===== config.mk =====
export PLATFORM = sky130hd
export DESIGN_NAME = afe_cfg_sequencer
export DESIGN_NICKNAME = d
export VERILOG_FILES = /design/src/rtl/afe_cfg_sequencer.sv
export SDC_FILE = /design/constraint.sdc
export NUM_CORES = 1
export LEC_CHECK = 0
export ABC_AREA = 0
export CAP_MARGIN = 20
export CORE_ASPECT_RATIO = 0.75
export CORE_MARGIN = 5
export CORE_UTILIZATION = 47
export DETAILED_ROUTE_END_ITERATION = 8
export PLACE_DENSITY = 0.89
export REMOVE_ABC_BUFFERS = 1
export SLEW_MARGIN = 20
export SYNTH_ARGS = -nofsm -noshare
export SYNTH_HDL_FRONTEND = slang
export SYNTH_SLANG_ARGS = --single-unit

===== constraint.sdc =====
create_clock -name clk -period 2.2 [get_ports clk]
set_input_delay 0.44 -clock clk [delete_from_list [all_inputs] [get_ports clk]]
set_output_delay 0.44 -clock clk [all_outputs]
set_load 0.02 [all_outputs]

===== src/rtl/afe_cfg_sequencer.sv =====
// AFE2256 configuration sequencer: plays a built-in register init sequence over
// an SPI engine and arbitrates single CPU register accesses onto the same engine.
module afe_cfg_sequencer #(
  parameter int RESET_WAIT_CYC = 1000,
  parameter int TRIM_WAIT_CYC  = 500,
  parameter int GAP_CYC        = 8,
  parameter int TIMEOUT_CYC    = 4096
) (
  input  logic        clk,
  input  logic        rst,
  input  logic        start_init,
  input  logic        cpu_req,
  input  logic        cpu_rw,
  input  logic [6:0]  cpu_addr,
  input  logic [15:0] cpu_wdata,
  output logic        cpu_ack,
  output logic        cpu_done,
  output logic [15:0] cpu_rdata,
  input  logic        spi_ready,
  output logic        spi_start,
  output logic [23:0] spi_word,
  input  logic        spi_done,
  input  logic [15:0] spi_rdata,
  output logic        init_busy,
  output logic        init_done,
  output logic        err_timeout
);

  // Handshakes: cpu_req is a level held by the CPU until the cpu_ack pulse;
  // spi_start is a one-cycle pulse accepted only while spi_ready=1, and the
  // engine answers with a one-cycle spi_done pulse carrying spi_rdata.

  localparam int MAX_AB  = (RESET_WAIT_CYC > TRIM_WAIT_CYC) ? RESET_WAIT_CYC : TRIM_WAIT_CYC;
  localparam int MAX_CD  = (GAP_CYC > TIMEOUT_CYC) ? GAP_CYC : TIMEOUT_CYC;
  localparam int MAX_CYC = (MAX_AB > MAX_CD) ? MAX_AB : MAX_CD;
  localparam int CW      = $clog2(MAX_CYC + 1);
  localparam logic [3:0] LAST_IDX = 4'd12;

  typedef enum logic [2:0] {
    IDLE      = 3'd0,
    ISSUE     = 3'd1,
    WAIT_DONE = 3'd2,
    DELAY     = 3'd3,
    GAP       = 3'd4
  } state_t;

  state_t        state, state_d;
  logic          src_cpu, src_cpu_d;
  logic [3:0]    idx, idx_d;
  logic [CW-1:0] cnt, cnt_d;
  logic          req_rw, req_rw_d;
  logic [6:0]    req_addr, req_addr_d;
  logic [15:0]   req_wdata, req_wdata_d;
  logic          cpu_ack_d, cpu_done_d, spi_start_d;
  logic [15:0]   cpu_rdata_d;
  logic [23:0]   spi_word_d;
  logic          init_busy_d, init_done_d, err_timeout_d;

  function automatic logic [22:0] rom_entry(input logic [3:0] i);
    case (i)
      4'd0:    rom_entry = {7'h00, 16'h0001};
      4'd1:    rom_entry = {7'h30, 16'h0002};
      4'd2:    rom_entry = {7'h11, 16'h2830};
      4'd3:    rom_entry = {7'h12, 16'h4000};
      4'd4:    rom_entry = {7'h16, 16'h00C0};
      4'd5:    rom_entry = {7'h18, 16'h0001};
      4'd6:    rom_entry = {7'h2C, 16'h0000};
      4'd7:    rom_entry = {7'h61, 16'h4000};
      4'd8:    rom_entry = {7'h5E, 16'h0000};
      4'd9:    rom_entry = {7'h5C, 16'h4800};
      4'd10:   rom_entry = {7'h5D, 16'h0002};
      4'd11:   rom_entry = {7'h13, 16'h0020};
      4'd12:   rom_entry = {7'h10, 16'h03C0};
      default: rom_entry = 23'h0;
    endcase
  endfunction

  always_comb begin
    state_d       = state;
    src_cpu_d     = src_cpu;
    idx_d         = idx;
    cnt_d         = cnt;
    req_rw_d      = req_rw;
    req_addr_d    = req_addr;
    req_wdata_d   = req_wdata;
    cpu_ack_d     = 1'b0;
    cpu_done_d    = 1'b0;
    cpu_rdata_d   = cpu_rdata;
    spi_start_d   = 1'b0;
    spi_word_d    = spi_word;
    init_busy_d   = init_busy;
    init_done_d   = init_done;
    err_timeout_d = err_timeout;
    case (state)
      IDLE: begin
        if (start_init && !init_busy) begin
          init_done_d   = 1'b0;
          err_timeout_d = 1'b0;
          init_busy_d   = 1'b1;
          idx_d         = 4'd0;
          src_cpu_d     = 1'b0;
          state_d       = ISSUE;
        end else if (cpu_req && !init_busy) begin
          cpu_ack_d   = 1'b1;
          req_rw_d    = cpu_rw;
          req_addr_d  = cpu_addr;
          req_wdata_d = cpu_wdata;
          src_cpu_d   = 1'b1;
          state_d     = ISSUE;
        end
      end
      ISSUE: begin
        if (spi_ready) begin
          spi_start_d = 1'b1;
          // Reads carry an all-zero data field.
          spi_word_d  = src_cpu ? {req_rw, req_addr, (req_rw ? 16'h0000 : req_wdata)}
                                : {1'b0, rom_entry(idx)};
          cnt_d       = CW'(TIMEOUT_CYC);
          state_d     = WAIT_DONE;
        end
      end
      WAIT_DONE: begin
        if (spi_done) begin
          if (src_cpu) begin
            cpu_done_d = 1'b1;
            if (req_rw) cpu_rdata_d = spi_rdata;
          end
          if (!src_cpu && idx == 4'd0) begin
            cnt_d   = CW'(RESET_WAIT_CYC);
            state_d = DELAY;
          end else if (!src_cpu && idx == 4'd1) begin
            cnt_d   = CW'(TRIM_WAIT_CYC);
            state_d = DELAY;
          end else begin
            cnt_d   = CW'(GAP_CYC);
            state_d = GAP;
          end
        end else if (cnt <= CW'(1)) begin
          err_timeout_d = 1'b1;
          init_busy_d   = 1'b0;
          cnt_d         = '0;
          state_d       = IDLE;
          if (src_cpu) begin
            cpu_done_d  = 1'b1;
            cpu_rdata_d = 16'hFFFF;
          end
        end else begin
          cnt_d = cnt - CW'(1);
        end
      end
      DELAY: begin
        if (cnt <= CW'(1)) begin
          cnt_d   = CW'(GAP_CYC);
          state_d = GAP;
        end else begin
          cnt_d = cnt - CW'(1);
        end
      end
      GAP: begin
        if (cnt <= CW'(1)) begin
          cnt_d = '0;
          if (src_cpu) begin
            state_d = IDLE;
          end else if (idx == LAST_IDX) begin
            init_busy_d = 1'b0;
            init_done_d = 1'b1;
            state_d     = IDLE;
          end else begin
            idx_d   = idx + 4'd1;
            state_d = ISSUE;
          end
        end else begin
          cnt_d = cnt - CW'(1);
        end
      end
      default: state_d = IDLE;
    endcase
  end

  always_ff @(posedge clk) begin
    if (rst) begin
      state       <= IDLE;
      src_cpu     <= 1'b0;
      idx         <= 4'd0;
      cnt         <= '0;
      req_rw      <= 1'b0;
      req_addr    <= 7'h00;
      req_wdata   <= 16'h0000;
      cpu_ack     <= 1'b0;
      cpu_done    <= 1'b0;
      cpu_rdata   <= 16'h0000;
      spi_start   <= 1'b0;
      spi_word    <= 24'h000000;
      init_busy   <= 1'b0;
      init_done   <= 1'b0;
      err_timeout <= 1'b0;
    end else begin
      state       <= state_d;
      src_cpu     <= src_cpu_d;
      idx         <= idx_d;
      cnt         <= cnt_d;
      req_rw      <= req_rw_d;
      req_addr    <= req_addr_d;
      req_wdata   <= req_wdata_d;
      cpu_ack     <= cpu_ack_d;
      cpu_done    <= cpu_done_d;
      cpu_rdata   <= cpu_rdata_d;
      spi_start   <= spi_start_d;
      spi_word    <= spi_word_d;
      init_busy   <= init_busy_d;
      init_done   <= init_done_d;
      err_timeout <= err_timeout_d;
    end
  end

endmodule

==> results of run 1 <==
-- what timing repair did --
item	CTS	global route
pin swaps	12	12
gates resized for setup	35	28
buffers inserted	6	4
endpoints found under the setup margin	16	20
-- critical path, delay by kind of cell (launching register included) --
family	cells	cell delay, ns
and+or+nand+nor	1	0.16
buffers and inverters	2	0.24
adders and majority gates	2	0.45
AOI/OAI and AO/OA	5	0.83
muxes	1	0.41
DFF	1	0.31
-- cells in the final DEF (no fill, tap or decap), types with 9 or more instances in the layout --
cell type        Yosys  routed
clkdlybuf4s50_1      0      90
clkbuf_16            0       9
nand2_1             83      81
nand3_1             14      13
nor2_1              76      74
buf_6                0      10
inv_1               29      26
buf_4                1      63
a21oi_1             58      57
a211oi_1            16      15
dfxtp_1            106     101
nor3_1              14      12
a311oi_1            17      17
o21ai_0             14      12
-- worst min path at each step --
stage                              from  cells past startpoint  slack, ns            end
after floorplan             req_addr[0]                      2       0.43    req_addr[0]
final                     req_wdata[10]                      2       0.46  req_wdata[10]
after detailed placement   spi_word[23]                      2       0.44   spi_word[23]
after global routing      req_wdata[15]                      2       0.49  req_wdata[15]
after CTS                 req_wdata[10]                      2       0.46  req_wdata[10]
after global placement     spi_word[23]                      2       0.44   spi_word[23]
-- power groups by stage --
stage	clock [mW]	combinational [mW]	sequential, mW
2_1_floorplan	0	1.98	2.63
3_5_place_dp	0	3.78	2.46
6_report	1.73	4.71	2.47
3_3_place_gp	0	3.63	2.43
5_1_grt	1.81	4.98	2.50
4_1_cts	1.72	4.20	2.44
-- stage by stage --
step	power, mW	setup TNS, ns	setup slack [ns]	hold slack (ns)	cells
2_1_floorplan	4.61	-29.23	-0.736	0.430	534
3_3_place_gp	6.07	-3.01	-0.246	0.439	823
3_5_place_dp	6.24	-4.95	-0.400	0.444	823
4_1_cts	8.36	-0.159	-0.0476	0.461	845
5_1_grt	9.28	-3.70	-0.325	0.488	849
6_report	8.91	-2.56	-0.289	0.459	849
-- per-layer routing --
metal | share of wire [%] | GRT usage (%) | up-vias
li1 | - | - | 2272
met1 | 36 | 29.2 | 2412
met2 | 45 | 41.7 | 466
met3 | 13 | 8.65 | 144
met4 | 6.7 | 17.0 | 0
met5 | 0 | 0 | -
-- logic make-up (layout without fill, tap and decap cells) --
kind of cell             Yosys count  in the layout
XOR/XNOR                           7              7
buffers and inverters             67            213
flip-flops                       106            106
AO/OA/AOI/OAI                    147            147
AND/OR/NAND/NOR                  223            223
adder cells (fa/ha/maj)           10             10
multiplexers                      11             11
-- cell type report --
cell class | count | area [µm²] | area share [%]
tap | 132 | 165 | 2.43
clock inverter | 5 | 67.6 | 0.994
inverter | 30 | 115 | 1.69
sequential | 106 | 2130 | 31.3
multi-input combinational | 398 | 2520 | 37.0
timing repair buffer | 167 | 1550 | 22.8
clock buffer | 11 | 253 | 3.72
==> impl_results.md, run 1 <==
* RSZ-0062 raised after global routing: yes
* DRC errors left at 3
* Cell with the most instances after synthesis: dfxtp_1
* Synth Area in Simple Gates at 21.9%
* Overflow after GRT at 0
* Power Density at between 1000 and 1500 nW/µm²
* Routed vias at between 5000 and 6000
* ANT cells at 0
* Violated checks: DRC, setup timing
* Slew @ Worst Pin at 0.529 ns
* Cell count after synthesis at 571
* Clk buf depth at 2
* Initial Utilization at 48.1%
* Xor/xnor cell area share of the yosys netlist at under 10%
* Vias in the first global route at about 5100
* Post-Layout Inst Area at 6800 µm²
* CP required at 2.46 ns
* Yosys reg bits at 106
* Sw Share at 41.3%
* Crit path largest cell delay at 0.41 ns
* Cell Rows at 31
* Cts bufs inserted at 9
* Fin Clk Skew at ~0.011 ns
* Remaining antenna violation count after routing at 0
* IO buf count at 91
* Post-synth top flop: dfxtp_1
* CP cell instances: inv_1 -> ha_1 -> a31oi_4 -> a22oi_2 -> a21o_1 -> mux2_2 -> nor2_4 -> buf_6 -> ha_4 -> o21ai_4 -> o221ai_2
* Clock share of power at 19.4%
* DIE WIDTH at 125 µm
* FILL cells at 605
* First-pass GRT wire length at 24800 µm
* Yosys top cell by area: dfxtp_1
* Synthesized area per cell at 8.14 µm²
* H-tree Lvls at 3
* Worst r2r path cells at 11
* Mux cell area share after synthesis at between 2 and 2.5%
* HPWL Detailed at 9350 µm
* Outcome: finished with violations
* Vias/cell at 6.24
* Hold Crit Class: reg -> reg
* Logic pwr share at 52.9%
* Adder-cell share of the synthesized area at ~2.7%
* Post-layout nets at approximately 770
* WP data arrival at approximately 2.8 ns
* Compound-Gate Fraction of Synth Area at around a fifth
* R2R setup slack at -0.29 ns
* CTS clk-pin slew, worst paths at 0.07 ns
* Seq pwr share at between 20 and 30%
* Largest family of logic cells by synthesized area: simple AND/OR/NAND/NOR gates
* Routability Congestion at 1.01
* CTS tree: built
* Initial DRT Pass Iterations at 9
* Initial antenna violation count at 0
* Syn. warnings at 0
* Fin util at 70.4%
* Synth unique cells at between 50 and 60
* Slowest-stage cell, CP: mux2_2
* Slew HR at 63.8%
* Clk root buf: clkbuf_16
* Clock sinks at 106
* CTS Hold Bufs at 0
* Tcrit/Tclk final at 113%
* Post-synth top area share at 45.7%
* Area Overhead vs Synth at 46.3%
* Static Leak at 2.58 nW
* Worst setup SP type: flip-flop
* Internal power at between 5 and 6 mW
* IO Pins at 92
* Die Area at 12000 µm²
* Reg2reg start: idx[0]
* Worst-Skew Late Latency at around 0.35 ns
* Largest net degree at the start of global routing at 88
* Commonest cells in the netlist: 106 x dfxtp_1, 83 x nand2_1, 76 x nor2_1
* Post-DP Area at 6120 µm²
* Period minus WS final at approximately 2.5 ns
* Share of layout cells above drive strength 1 at 19.2%
* Final Hold Fails at 0
* Setup violations, final at 17
* Post-synth EDFFs at 0
* Mapped Area at about 4600 µm²
* Core area at 9660 µm²
* Worst setup path start: idx[0]
* Max Freq at between 0.4 and 0.5 GHz
* Max cap viols at 0
* Worst Slack Setup Final at -0.289 ns
* Crit path max fanout at 4
* Ys async rst share at 0%
* Final Slew Violations at 0
* Register area share after synthesis at a little under half
* Die height at 96.1 µm
* Net switching power at 3.68 mW
* Worst setup EP type: flip-flop
* Top post-synthesis cells by area: dfxtp_1 46%, nand2_1 6.7%, a21oi_1 6.2%
* Initial DRC Count at 848
* Setup CP Type: reg -> reg
* Final wirelength at 17300 µm
* Routed WL per cell at 20.3 µm
* Worst vdd ir at about 0.63 mV
* Tot GR Track Use at 25.6%
(Power assumes the default switching activity.)
==> run 2: changes to the inputs <==
--- a/config.mk
+++ b/config.mk
@@ -9,9 +9,10 @@
 export CAP_MARGIN = 20
 export CORE_ASPECT_RATIO = 0.75
 export CORE_MARGIN = 5
-export CORE_UTILIZATION = 47
+export CORE_UTILIZATION = 55
 export DETAILED_ROUTE_END_ITERATION = 8
-export PLACE_DENSITY = 0.89
+export DONT_BUFFER_PORTS = 1
+export PLACE_DENSITY = 0.85
 export REMOVE_ABC_BUFFERS = 1
 export SLEW_MARGIN = 20
 export SYNTH_ARGS = -nofsm -noshare
==> impl_results.md, run 2 (synthesis gave the netlist of run 1 again) <==
* Sw Share at 43.1%
* Clock sinks at 106
* Initial antenna violation count at 0
* FILL cells at 554
* Clock share of power at around a fifth
* Initial Utilization at between 50% and 60%
* Power Density at 1470 nW/µm²
* Tot GR Track Use at around 28%
* Tcrit/Tclk final at 112%
* Die height at 89.6 µm
* Worst setup EP type: flip-flop
* First-pass GRT wire length at 22800 µm
* Pre-CTS setup slack at -0.264 ns
* Period minus WS final at 2.46 ns
* Outcome: finished with violations
* Remaining antenna violation count after routing at 0
* Internal power at 4.87 mW
* WP data arrival at 2.68 ns
* Setup CP Type: reg -> reg
* Share of layout cells above drive strength 1 at 23.4%
* Hold Crit Class: in -> reg
* Final wirelength at 15800 µm
* Slew @ Worst Pin at 0.529 ns
* Tot Pwr at roughly 8.6 mW
* Worst-Skew Late Latency at 0.36 ns
* Commonest non-fill, non-tap cell in the layout: dfxtp_1
* CTS tree: built
* Overflow after GRT at 0
* Core area at between 8000 and 9000 µm²
* Routed vias at between 4000 and 5000
* Largest net degree at the start of global routing at between 90 and 100
* HPWL Detailed at 8460 µm
* Die Area at 10400 µm²
* Non-filler cells, final at 733
* Max Freq at roughly 0.41 GHz
* Initial DRT Pass Iterations at 9
* Violated checks: DRC, setup timing
* Sequential standard cell area at 2130 µm²
* Clk buf depth at 2
* Final Slew Violations at 0
* Worst vdd ir at 0.808 mV
* Area Overhead vs Synth at 25.2%
* IO buf count at 0
* Crit path max fanout at 4
* Logic pwr share at between 50% and 60%
* H-tree Lvls at 3
* Fin Clk Skew at 0.0138 ns
* Post-layout nets at 676
* Cts bufs inserted at 9
* Routability Congestion at 0.953
* Worst Slack Setup Final at -0.256 ns
* Final Hold Fails at 0
* Max cap viols at 0
* Net switching power at 3.69 mW
* R2R setup slack at -0.26 ns
* ANT cells at 0
* Seq pwr share at 30.2%
* IO Pins at 92
* Routed WL per cell at about 22 µm
* Commonest cells after routing, fill and taps aside: 98 x dfxtp_1, 82 x nand2_1, 70 x nor2_1
* Vias/cell at 6.56
* CTS clk-pin slew, worst paths at around 0.08 ns
* DRC errors left at roughly 120
* Vias in the first global route at 4573
* Clk root buf: clkbuf_16
* Initial DRC Count at 579
* Worst setup SP type: flip-flop
* DIE WIDTH at 116 µm
* RSZ-0062 raised after global routing: yes
* Cell Rows at 29
* Slew HR at 64.7%
* Post-Layout Inst Area at 5820 µm²
* Setup violations, final at 17
* Static Leak at 2.23 nW
* CP required at 2.42 ns
* Multi-input logic area at 2540 µm²
* Post-DP Area at 5120 µm²
* Dpl cells at 703
* CTS Hold Bufs at 0
## run 2: path summary, 6_finish.rpt
check	start	to	depth (start not counted)
hold / removal	rst	cpu_rdata[9]	1
setup reg to reg	cnt[2]	flip-flop	9
setup / recovery	cnt[2]	flip-flop	9
hold reg to reg	req_wdata[5]	req_wdata[5]	2
## run 2: layout make-up
class	count	share of cell area (%)
multi-input cells	398	43.7
flip-flops and latches	106	36.7
repair buffers	75	10.2
clock buffers	9	3.87
well taps	108	2.32
inverters	30	1.94
clock inverters	7	1.38
## run 2: per-layer routing
layer | up-vias | GRT usage (%) | wire length (µm)
met5 | - | 0 | 0
met4 | 0 | 14.4 | 1090
met3 | 139 | 9.71 | 2030
met2 | 399 | 44.2 | 6990
met1 | 2184 | 33.2 | 5730
li1 | 2085 | - | -
## run 2: through the flow
| stage | hold slack, ns | util (%) | TNS [ns] |
|---|---|---|---|
| 2_1_floorplan | 0.430 | - | -29.23 |
| 3_3_place_gp | 0.436 | 61.3 | -0.687 |
| 3_5_place_dp | 0.442 | 61.3 | -2.96 |
| 4_1_cts | 0.146 | 67.5 | -0.00419 |
| 5_1_grt | 0.136 | 69.7 | -3.29 |
| 6_report | 0.161 | 69.7 | -2.64 |
## run 2: power by group through the flow
| stage | clock, mW | sequential, mW | combinational, mW |
|---|---|---|---|
| 2_1_floorplan | 0 | 2.63 | 1.98 |
| 3_3_place_gp | 0 | 2.57 | 3.19 |
| 3_5_place_dp | 0 | 2.58 | 3.30 |
| 4_1_cts | 1.61 | 2.55 | 3.68 |
| 5_1_grt | 1.71 | 2.62 | 4.55 |
| 6_report | 1.62 | 2.59 | 4.35 |
## run 2: critical path, stage by stage (launching register included)
cell and delay, ns:
dfxtp_2 0.34, nor4_4 0.36, nand4_4 0.18, buf_6 0.17
buf_4 0.14, a211oi_4 0.32, buf_4 0.20, a22oi_2 0.12
o21ai_2 0.33, o221ai_2 0.16
## run 2: repair_timing
item                                   in CTS  in global routing
resized for setup                          34                 31
endpoints found under the hold margin       0                  0
pin swaps                                  11                 14
setup buffers                               9                  4
setup endpoints to repair                  15                 15
cloned                                      1                  0
